--- config.mk ---
export PLATFORM = sky130hd
export DESIGN_NAME = multi_counter
export DESIGN_NICKNAME = d
export VERILOG_FILES = /design/src/rtl/multi_counter_pkg.sv /design/src/rtl/clk_prescaler.sv /design/src/rtl/multi_counter.sv
export SDC_FILE = /design/constraint.sdc
export NUM_CORES = 1
export LEC_CHECK = 0
export CAP_MARGIN = 20
export CORE_MARGIN = 2
export CORE_UTILIZATION = 40
export DETAILED_ROUTE_END_ITERATION = 16
export MAX_ROUTING_LAYER = met4
export PLACE_DENSITY = 0.64
export SLEW_MARGIN = 20
export SYNTH_ARGS = -nofsm -noshare
export SYNTH_HDL_FRONTEND = slang
export SYNTH_SLANG_ARGS = --single-unit
--- constraint.sdc ---
create_clock -name clk -period 4.9 [get_ports clk]
set_clock_uncertainty 0.2 [all_clocks]
set_input_delay 1.225 -clock clk [delete_from_list [all_inputs] [get_ports clk]]
set_output_delay 1.225 -clock clk [all_outputs]
set_load 0.02 [all_outputs]
--- src/rtl/multi_counter_pkg.sv ---
// Shared constants for the multi-channel counter: per-channel mode field
// width and mode encodings (the fourth encoding behaves as WRAP).
package multi_counter_pkg;

    localparam int MODE_W = 2;

    localparam logic [MODE_W-1:0] MODE_WRAP    = 2'b00;
    localparam logic [MODE_W-1:0] MODE_ONESHOT = 2'b01;
    localparam logic [MODE_W-1:0] MODE_FREE    = 2'b10;

endpackage

--- src/rtl/clk_prescaler.sv ---
// Shared prescaler: a registered tick once per divide period, where a divider
// of 0 or 1 both mean divide-by-1.
module clk_prescaler #(
    parameter int DIVIDER_WIDTH = 16
) (
    input  logic                     clk,
    input  logic                     reset,
    input  logic [DIVIDER_WIDTH-1:0] divider,
    output logic                     tick
);

    logic [DIVIDER_WIDTH-1:0] r_pc;
    logic                     r_tick;
    logic [DIVIDER_WIDTH-1:0] w_last_pc;
    logic                     w_wrap;

    // Compare with >= so that lowering the divider below the current phase
    // wraps immediately instead of running the count all the way around.
    assign w_last_pc = (divider <= DIVIDER_WIDTH'(1)) ? '0 : divider - DIVIDER_WIDTH'(1);
    assign w_wrap    = (r_pc >= w_last_pc);

    always_ff @(posedge clk or posedge reset) begin
        if (reset) begin
            r_pc   <= '0;
            r_tick <= 1'b0;
        end else if (w_wrap) begin
            r_pc   <= '0;
            r_tick <= 1'b1;
        end else begin
            r_pc   <= r_pc + DIVIDER_WIDTH'(1);
            r_tick <= 1'b0;
        end
    end

    assign tick = r_tick;

endmodule

--- src/rtl/multi_counter.sv ---
// NCH independent counters stepped by a shared prescaler tick, each with its
// own WRAP / ONESHOT / FREE terminal behaviour and match/done reporting.
module multi_counter
    import multi_counter_pkg::*;
#(
    parameter int NCH           = 2,
    parameter int WIDTH         = 16,
    parameter int DIVIDER_WIDTH = 16
) (
    input  logic                     clk,
    input  logic                     reset,
    input  logic [DIVIDER_WIDTH-1:0] divider,
    input  logic [NCH-1:0]           inc,
    input  logic [NCH-1:0]           clear,
    input  logic [MODE_W*NCH-1:0]    mode,
    input  logic [WIDTH*NCH-1:0]     compare,
    input  logic [WIDTH*NCH-1:0]     init_val,
    output logic [WIDTH*NCH-1:0]     counter,
    output logic                     tick,
    output logic [NCH-1:0]           early_match,
    output logic [NCH-1:0]           match,
    output logic [NCH-1:0]           done
);

    logic w_tick;

    clk_prescaler #(
        .DIVIDER_WIDTH(DIVIDER_WIDTH)
    ) u_prescaler (
        .clk    (clk),
        .reset  (reset),
        .divider(divider),
        .tick   (w_tick)
    );

    assign tick = w_tick;

    for (genvar gi = 0; gi < NCH; gi++) begin : g_ch
        logic [WIDTH-1:0]  r_count;
        logic              r_match;
        logic              r_done;
        logic [MODE_W-1:0] w_mode;
        logic [WIDTH-1:0]  w_cmp;
        logic [WIDTH-1:0]  w_init;
        logic              w_step;
        logic              w_term;
        logic              w_early;

        assign w_mode = mode[MODE_W*gi +: MODE_W];
        assign w_cmp  = compare[WIDTH*gi +: WIDTH];
        assign w_init = init_val[WIDTH*gi +: WIDTH];

        // FREE ignores compare and terminates on the all-ones count.
        assign w_term  = (w_mode == MODE_FREE) ? (r_count == '1) : (r_count == w_cmp);
        assign w_step  = inc[gi] & w_tick & ~r_done;
        assign w_early = w_step & w_term & ~clear[gi];

        always_ff @(posedge clk or posedge reset) begin
            if (reset) begin
                r_count <= '0;
                r_match <= 1'b0;
                r_done  <= 1'b0;
            end else begin
                r_match <= w_early;
                if (clear[gi]) begin
                    r_count <= w_init;
                    r_done  <= 1'b0;
                end else if (w_step) begin
                    if (w_term) begin
                        case (w_mode)
                            MODE_ONESHOT: r_done  <= 1'b1;
                            MODE_FREE:    r_count <= '0;
                            default:      r_count <= w_init;
                        endcase
                    end else begin
                        r_count <= r_count + WIDTH'(1);
                    end
                end
            end
        end

        assign counter[WIDTH*gi +: WIDTH] = r_count;
        assign early_match[gi]            = w_early;
        assign match[gi]                  = r_match;
        assign done[gi]                   = r_done;
    end

endmodule

=== Word level (Yosys, flattened, before mapping) ===
Index checks and enable logic that the tools add are counted.
Widths: inputs -> output; s select.

* Add/subtract/negate cells: 4
* $lt $le $gt $ge: 2
* Equality and inequality tests: 10
* Multiplexer cells: 21
* Bitwise operators: 12
* Reductions and logical operators: 10

{| class="wikitable"
|+ Operator list
! kind !! number
|-
| $mux 16 || 8
|-
| $pmux 16 s2 || 2
|-
| $add 16x1->16 const B || 3
|-
| $eq 16x16->1 || 2
|-
| $eq 16x16->1 const B || 2
|-
| $ge 16x16->1 || 1
|-
| $le 16x1->1 const B || 1
|-
| $sub 16x1->16 const B || 1
|-
| $reduce_bool 2->1 || 6
|-
| $mux 1 || 11
|-
| $and 1x1->1 || 8
|-
| $ne 3x3->1 const B || 2
|-
| $reduce_and 3->1 || 2
|-
| $eq 2x1->1 const B || 2
|-
| $eq 2x2->1 const B || 2
|-
| $not 1->1 || 4
|-
| $reduce_and 2->1 || 2
|}

* Register bits: 53
* Input port bits: 90
* Logic and storage cells: 67

=== Longest topological paths before layout ===
* Depth after elaboration: 5
* Gate-level depth with buffers: 17
* Mapped depth without buffers: 15

=== Modules after synthesis ===
From an unflattened synthesis, not the netlist that was laid out.

* Cell total of the unflattened synthesis: 626
* Area, all modules: 5144.9 um^2

{| class="wikitable"
|+ By module, submodules not included
! module !! instances !! cells an instance !! area each (um^2) !! sequential area each (um^2)
|-
| multi_counter || 1 || 445 || 3567.2 || 900.9
|-
| clk_prescaler || 1 || 181 || 1577.8 || 425.4
|}

=== Least setup slack after synthesis ===
No wires, ideal clock.

* Path type: input port to flip-flop
* Start point: input port divider[7]
* End point: register u_prescaler.r_pc[10]
* Library setup time: 0.072 ns
* Arrival: 3.948 ns
* Data required time: 4.628 ns
* Slack: 0.680 ns
* Stages: 15
* Cells stage by stage: or3_1 nor4_1 nand2_1 nor3_1 xor2_1 nand2_1 ha_1 a21o_1 a21o_1 a21oi_1 o21ai_0 a21o_1 clkbuf_1 clkbuf_1 nor2_1

* Word-level cells in the longest chain between the ends: 4
* Elaborated cells between the ends (all ways): 5
* Those cells by class: add/sub (1); order compare (2); mux (2)

{| class="wikitable"
|+ Ends and longest elaborated chain
! element !! line !! RTL
|-
| start, declared || multi_counter.sv:12 || <nowiki>input logic [DIVIDER_WIDTH-1:0] divider,</nowiki>
|-
| $sub 16x1->16 / $le 16x1->1 (equally long branches) || clk_prescaler.sv:19 || <nowiki>assign w_last_pc = (divider <= DIVIDER_WIDTH'(1)) ? '0 : divider - DIVIDER_WIDTH'(1);</nowiki>
|-
| $mux 16 * || clk_prescaler.sv:19 ||
|-
| $ge 16x16->1 * || clk_prescaler.sv:20 || <nowiki>assign w_wrap = (r_pc >= w_last_pc);</nowiki>
|-
| via u_prescaler.w_wrap || clk_prescaler.sv:15 || <nowiki>logic w_wrap;</nowiki>
|-
| $mux 16 * || clk_prescaler.sv:26 || <nowiki>end else if (w_wrap) begin</nowiki>
|-
| end signal, assigned || clk_prescaler.sv:30 || <nowiki>r_pc <= r_pc + DIVIDER_WIDTH'(1);</nowiki>
|-
| end, declared || clk_prescaler.sv:12 || <nowiki>logic [DIVIDER_WIDTH-1:0] r_pc;</nowiki>
|}

Mark *: on every way through the listed nets, which the timed path passes. The rest lies on a longest branch.
A chain may end at the register's enable or synchronous reset.

=== Final worst setup path ===
* Start point: input port mode[1]
* End point: output port early_match[0]

* Word-level cells in the longest chain between the ends: 4

{| class="wikitable"
|+ Ends and longest elaborated chain
! element !! line !! RTL
|-
| start, declared || multi_counter.sv:15 || <nowiki>input logic [MODE_W*NCH-1:0] mode,</nowiki>
|-
| $eq 2x2->1 || multi_counter.sv:54 || <nowiki>assign w_term = (w_mode == MODE_FREE) ? (r_count == '1) : (r_count == w_cmp);</nowiki>
|-
| $mux 1 || multi_counter.sv:54 ||
|-
| $and 1x1->1 (2 in a row) || multi_counter.sv:56 || <nowiki>assign w_early = w_step & w_term & ~clear[gi];</nowiki>
|-
| end, declared || multi_counter.sv:20 || <nowiki>output logic [NCH-1:0] early_match,</nowiki>
|}

No other way between the ends.

==> results.txt <==
----------------------------------------------------
[Final layout]
  FILL cells ... 1119
  Nets ... 853
  Commonest non-fill, non-tap cell in the layout ... clkdlybuf4s50_1
  Share of layout cells above drive strength 1 ... 0.0740
  Leading cell types in the layout, fill and taps excluded ... 126 x clkdlybuf4s50_1, 75 x nand2_1, 68 x nor2_1, 53 x dfrtp_1, 38 x a21oi_1
  Layout overhead on the synthesized area ... 33.3%
  Finished Layout Cells ... 890
  Finished Cell Area ... 6530 um2
  Finished Core Util ... 0.546
  Inserted Diodes ... 0

[Detailed routing]
  Routed vias/inst ... 5.72
  Remaining number of nets flagged by the antenna check after routing ... 0
  Number of iterations in the first detailed-routing pass ... 5
  Routed via count ... 5093
  Number of DRC violations after detailed routing ... 0
  Routed length per placed instance ... 16.4 um
  First-iteration detailed-routing DRC count ... 309
  Overall routed net length ... 14600 um

[STA]
  Highest clock rate ... 213 MHz
  Relative slew slack ... 0.548
  Setup repair after global routing missed its margin ... no
  Hold Worst Slack ... 0.316 ns
  Final number of setup-violating endpoints ... 0
  Final hold viol count ... 0
  Final worst-path cycle share ... 0.959
  Final critical-path required period ... 4.70 ns
  Max Slew Vio Count ... 0
  Transition at the pin with the smallest max-transition slack ... 0.677 ns

[Synthesis]
  Number of different library cells in the post-synthesis netlist ... 58
  Adder-cell share of the synthesized area ... 0.0536
  Cell type with the largest total area after synthesis ... dfrtp_1
  Asr flop ratio synth ... 1.00
  Synthesis-stage register bit count ... 53
  Gate Count Post-Synth ... 619
  Xor/xnor share of the synthesized area ... 0.109
  Simple-Gate Fraction of Synth Area ... 0.269
  Cell types occupying the most area after synthesis ... dfrtp_1 27%, nand2_1 5.7%, xor2_1 5.7%, ha_1 5.4%, nor2_1 5.2%
  Share of the synthesized area in the top cell type ... 0.271
  Number of enable-type register cells in the synthesized netlist ... 0
  Summed instance area of the synthesized netlist ... 4900 um2
  Main combinational cell family by area after synthesis ... simple AND/OR/NAND/NOR gates
  Number of synthesis warnings ... 0
  Sequential-to-total area share from yosys stat ... 0.271
  Mux share of post-synthesis cell area ... 0.0388
  Post-Synthesis Mean Instance Area ... 7.91 um2
  Total nets after synthesis ... 730
  Post-synth top flop ... dfrtp_1
  Area fraction in compound gates after synthesis ... 0.188

[Setup path]
  Category of the worst setup path launch point ... primary input
  Slowest stage cell, crit path ... clkdlybuf4s50_1
  Critical path capture point type ... primary output
  Cell family contributing the most delay on the critical path ... simple AND/OR/NAND/NOR gates
  Maximum fanout encountered on the critical timing path ... 5
  Critical path class ... in2out
  Bufs and invs on worst path ... 2
  Required time of the critical path ... 3.47 ns
  Largest incremental delay on the critical path ... 0.48 ns
  Signal arrival time at the worst endpoint ... 3.27 ns
  Crit path from ... mode[1]
  Worst reg2reg startpoint ... g_ch[0].r_count[13]$_DFFE_PP0P_
  Cell-by-cell listing of the critical path ... clkdlybuf4s50_1, nor2b_2, a21oi_1, o32a_1, nor4_2, and3_1, dlygate4sd2_1

[Global route]
  Wire length of the first global-routing pass ... 24100 um
  Number of antenna violations at the first check in global routing ... 0
  Overflow after GRT ... 0
  Total global routing track utilization ... 0.230
  Maximum number of pins on one net before global-route repair ... 30
  Number of global-route vias before repair ... 5062

[Placed design]
  Detailed-placement wirelength estimate ... 11200 um
  Cell Area, Placed ... 6360 um2
  Global placer's final weighted congestion ... 0.928
  Number of placed instances with taps included ... 882
  Port-buffer cells ... 128

[CTS]
  Later-pin clock latency in the skew report ... 0.29 ns
  Count of buffers added by post-CTS timing repair for setup ... 0
  TritonCTS Sinks ... 53
  Clock transition at the registers of the reported paths ... 0.07 ns
  Total clock buffers created by CTS ... 5
  Clock buffer depth ... 2
  Buffer type at the clock tree root ... clkbuf_16
  CTS tree ... built
  H-tree depth ... 2

[Floorplan]
  Vert. Die Dim ... 115 um
  Top-level port count ... 129
  Number of standard-cell rows in the floorplan ... 40
  Core footprint ... 12000 um2
  Full die area ... 13100 um2
  Width of the die ... 115 um
  Effective utilization at floorplan ... 0.410

[Status]
  Outcome ... complete, no violations

[Worst hold path]
  Beginning of the worst hold path ... u_prescaler.r_pc[0]$_DFF_PP0_
  Worst hold path class ... reg2reg

[Run]
  Max-capacitance violation count ... 0

[Power and ir drop]
  Pwr/cell area ... 236 nW/um2
  VDD IR-drop max ... 0.176 mV
  Leak Pwr ... 2.83 nW
  Total power of the final layout ... 1.54 mW

----------------------------------------------------
==> power breakdown <==
group	switching, mW	internal [mW]
clock	0.169	0.243
sequential	0.112	0.493
combinational	0.241	0.285
==> sequential cells by signal, summed over array words and instances, names as in the netlist <==
signal / count
u_prescaler.tick: 1
g_ch.r_done: 2
u_prescaler.r_pc: 16
g_ch.r_match: 2
g_ch.r_count: 32
==> logic make-up (layout without fill, tap and decap cells) <==
logic type      count (synthesis)  after routing
buf+inv                        73            197
xor+xnor                       61             61
flops                          53             53
mux                            18             18
compound gates                132            132
fa+ha+maj                      21             21
simple gates                  261            261
==> layout make-up <==
class                           instances  area, um2  share of cell area
Timing Repair Buffer                  159       1510               0.231
Tap cell                              147        184              0.0282
Multi-Input combinational cell        493       3230               0.494
Clock inverter                          3       43.8             0.00671
Sequential cell                        53       1330               0.203
Inverter                               30        113              0.0172
Clock buffer                            5        125              0.0192
==> metrics by stage <==
step / setup WS, ns / TNS, ns
6_report: 0.201 / 0
5_1_grt: 0.0378 / 0
4_1_cts: 0.159 / 0
3_5_place_dp: -0.114 / -0.181
3_3_place_gp: -0.102 / -0.154
2_1_floorplan: 0.680 / 0
==> timing repair <==
| action | 4_1_cts | 5_1_grt |
|---|---|---|
| gates resized for setup | 3 | 0 |
| hold buffers | 0 | 0 |
| endpoints found under the setup margin | 2 | 0 |
==> path summary, 6_finish.rpt <==
kind	end	slack, ns	cells past startpoint
min in group asynchronous	g_ch[0].r_match$_DFF_PP0_	1.09	2
setup reg to reg	g_ch[0].r_count[10]$_DFFE_PP0P_	1.96	8
hold / removal	u_prescaler.r_pc[0]$_DFF_PP0_	0.32	1
hold reg to reg	u_prescaler.r_pc[0]$_DFF_PP0_	0.32	1
max in group asynchronous	u_prescaler.r_pc[5]$_DFF_PP0_	2.59	3
setup / recovery	early_match[0]	0.20	7
==> per-layer routing <==
layer | share of wire | track usage | vias up
met5 | 0 | - | -
met3 | 0.053 | 0.0344 | 19
met2 | 0.49 | 0.381 | 164
met4 | 0.017 | 0.0569 | 0
met1 | 0.44 | 0.297 | 2439
li1 | - | - | 2471
==> synthesized netlist by cell type (all sizes together), types with 4 or more instances <==
master and number:
or3 6, xnor2 29, dfrtp 53, and3 11, o311a 4, nor4 11
nor3 15, nor2b 6, a32oi 5, nand4bb 5, o31ai 5, nand2 75
nor2 68, a221o 14, buf 24, o21ai 19, xor2 32, ha 21
nand4 12, nor4bb 10, inv 29, mux2i 10, o22ai 9, mux2 8
a31oi 8, a21oi 39, a21o 7, clkbuf 19, nand3 23, and2 6
nand2b 5, a222oi 7
No activity file was read; power rests on OpenSTA's default activity.
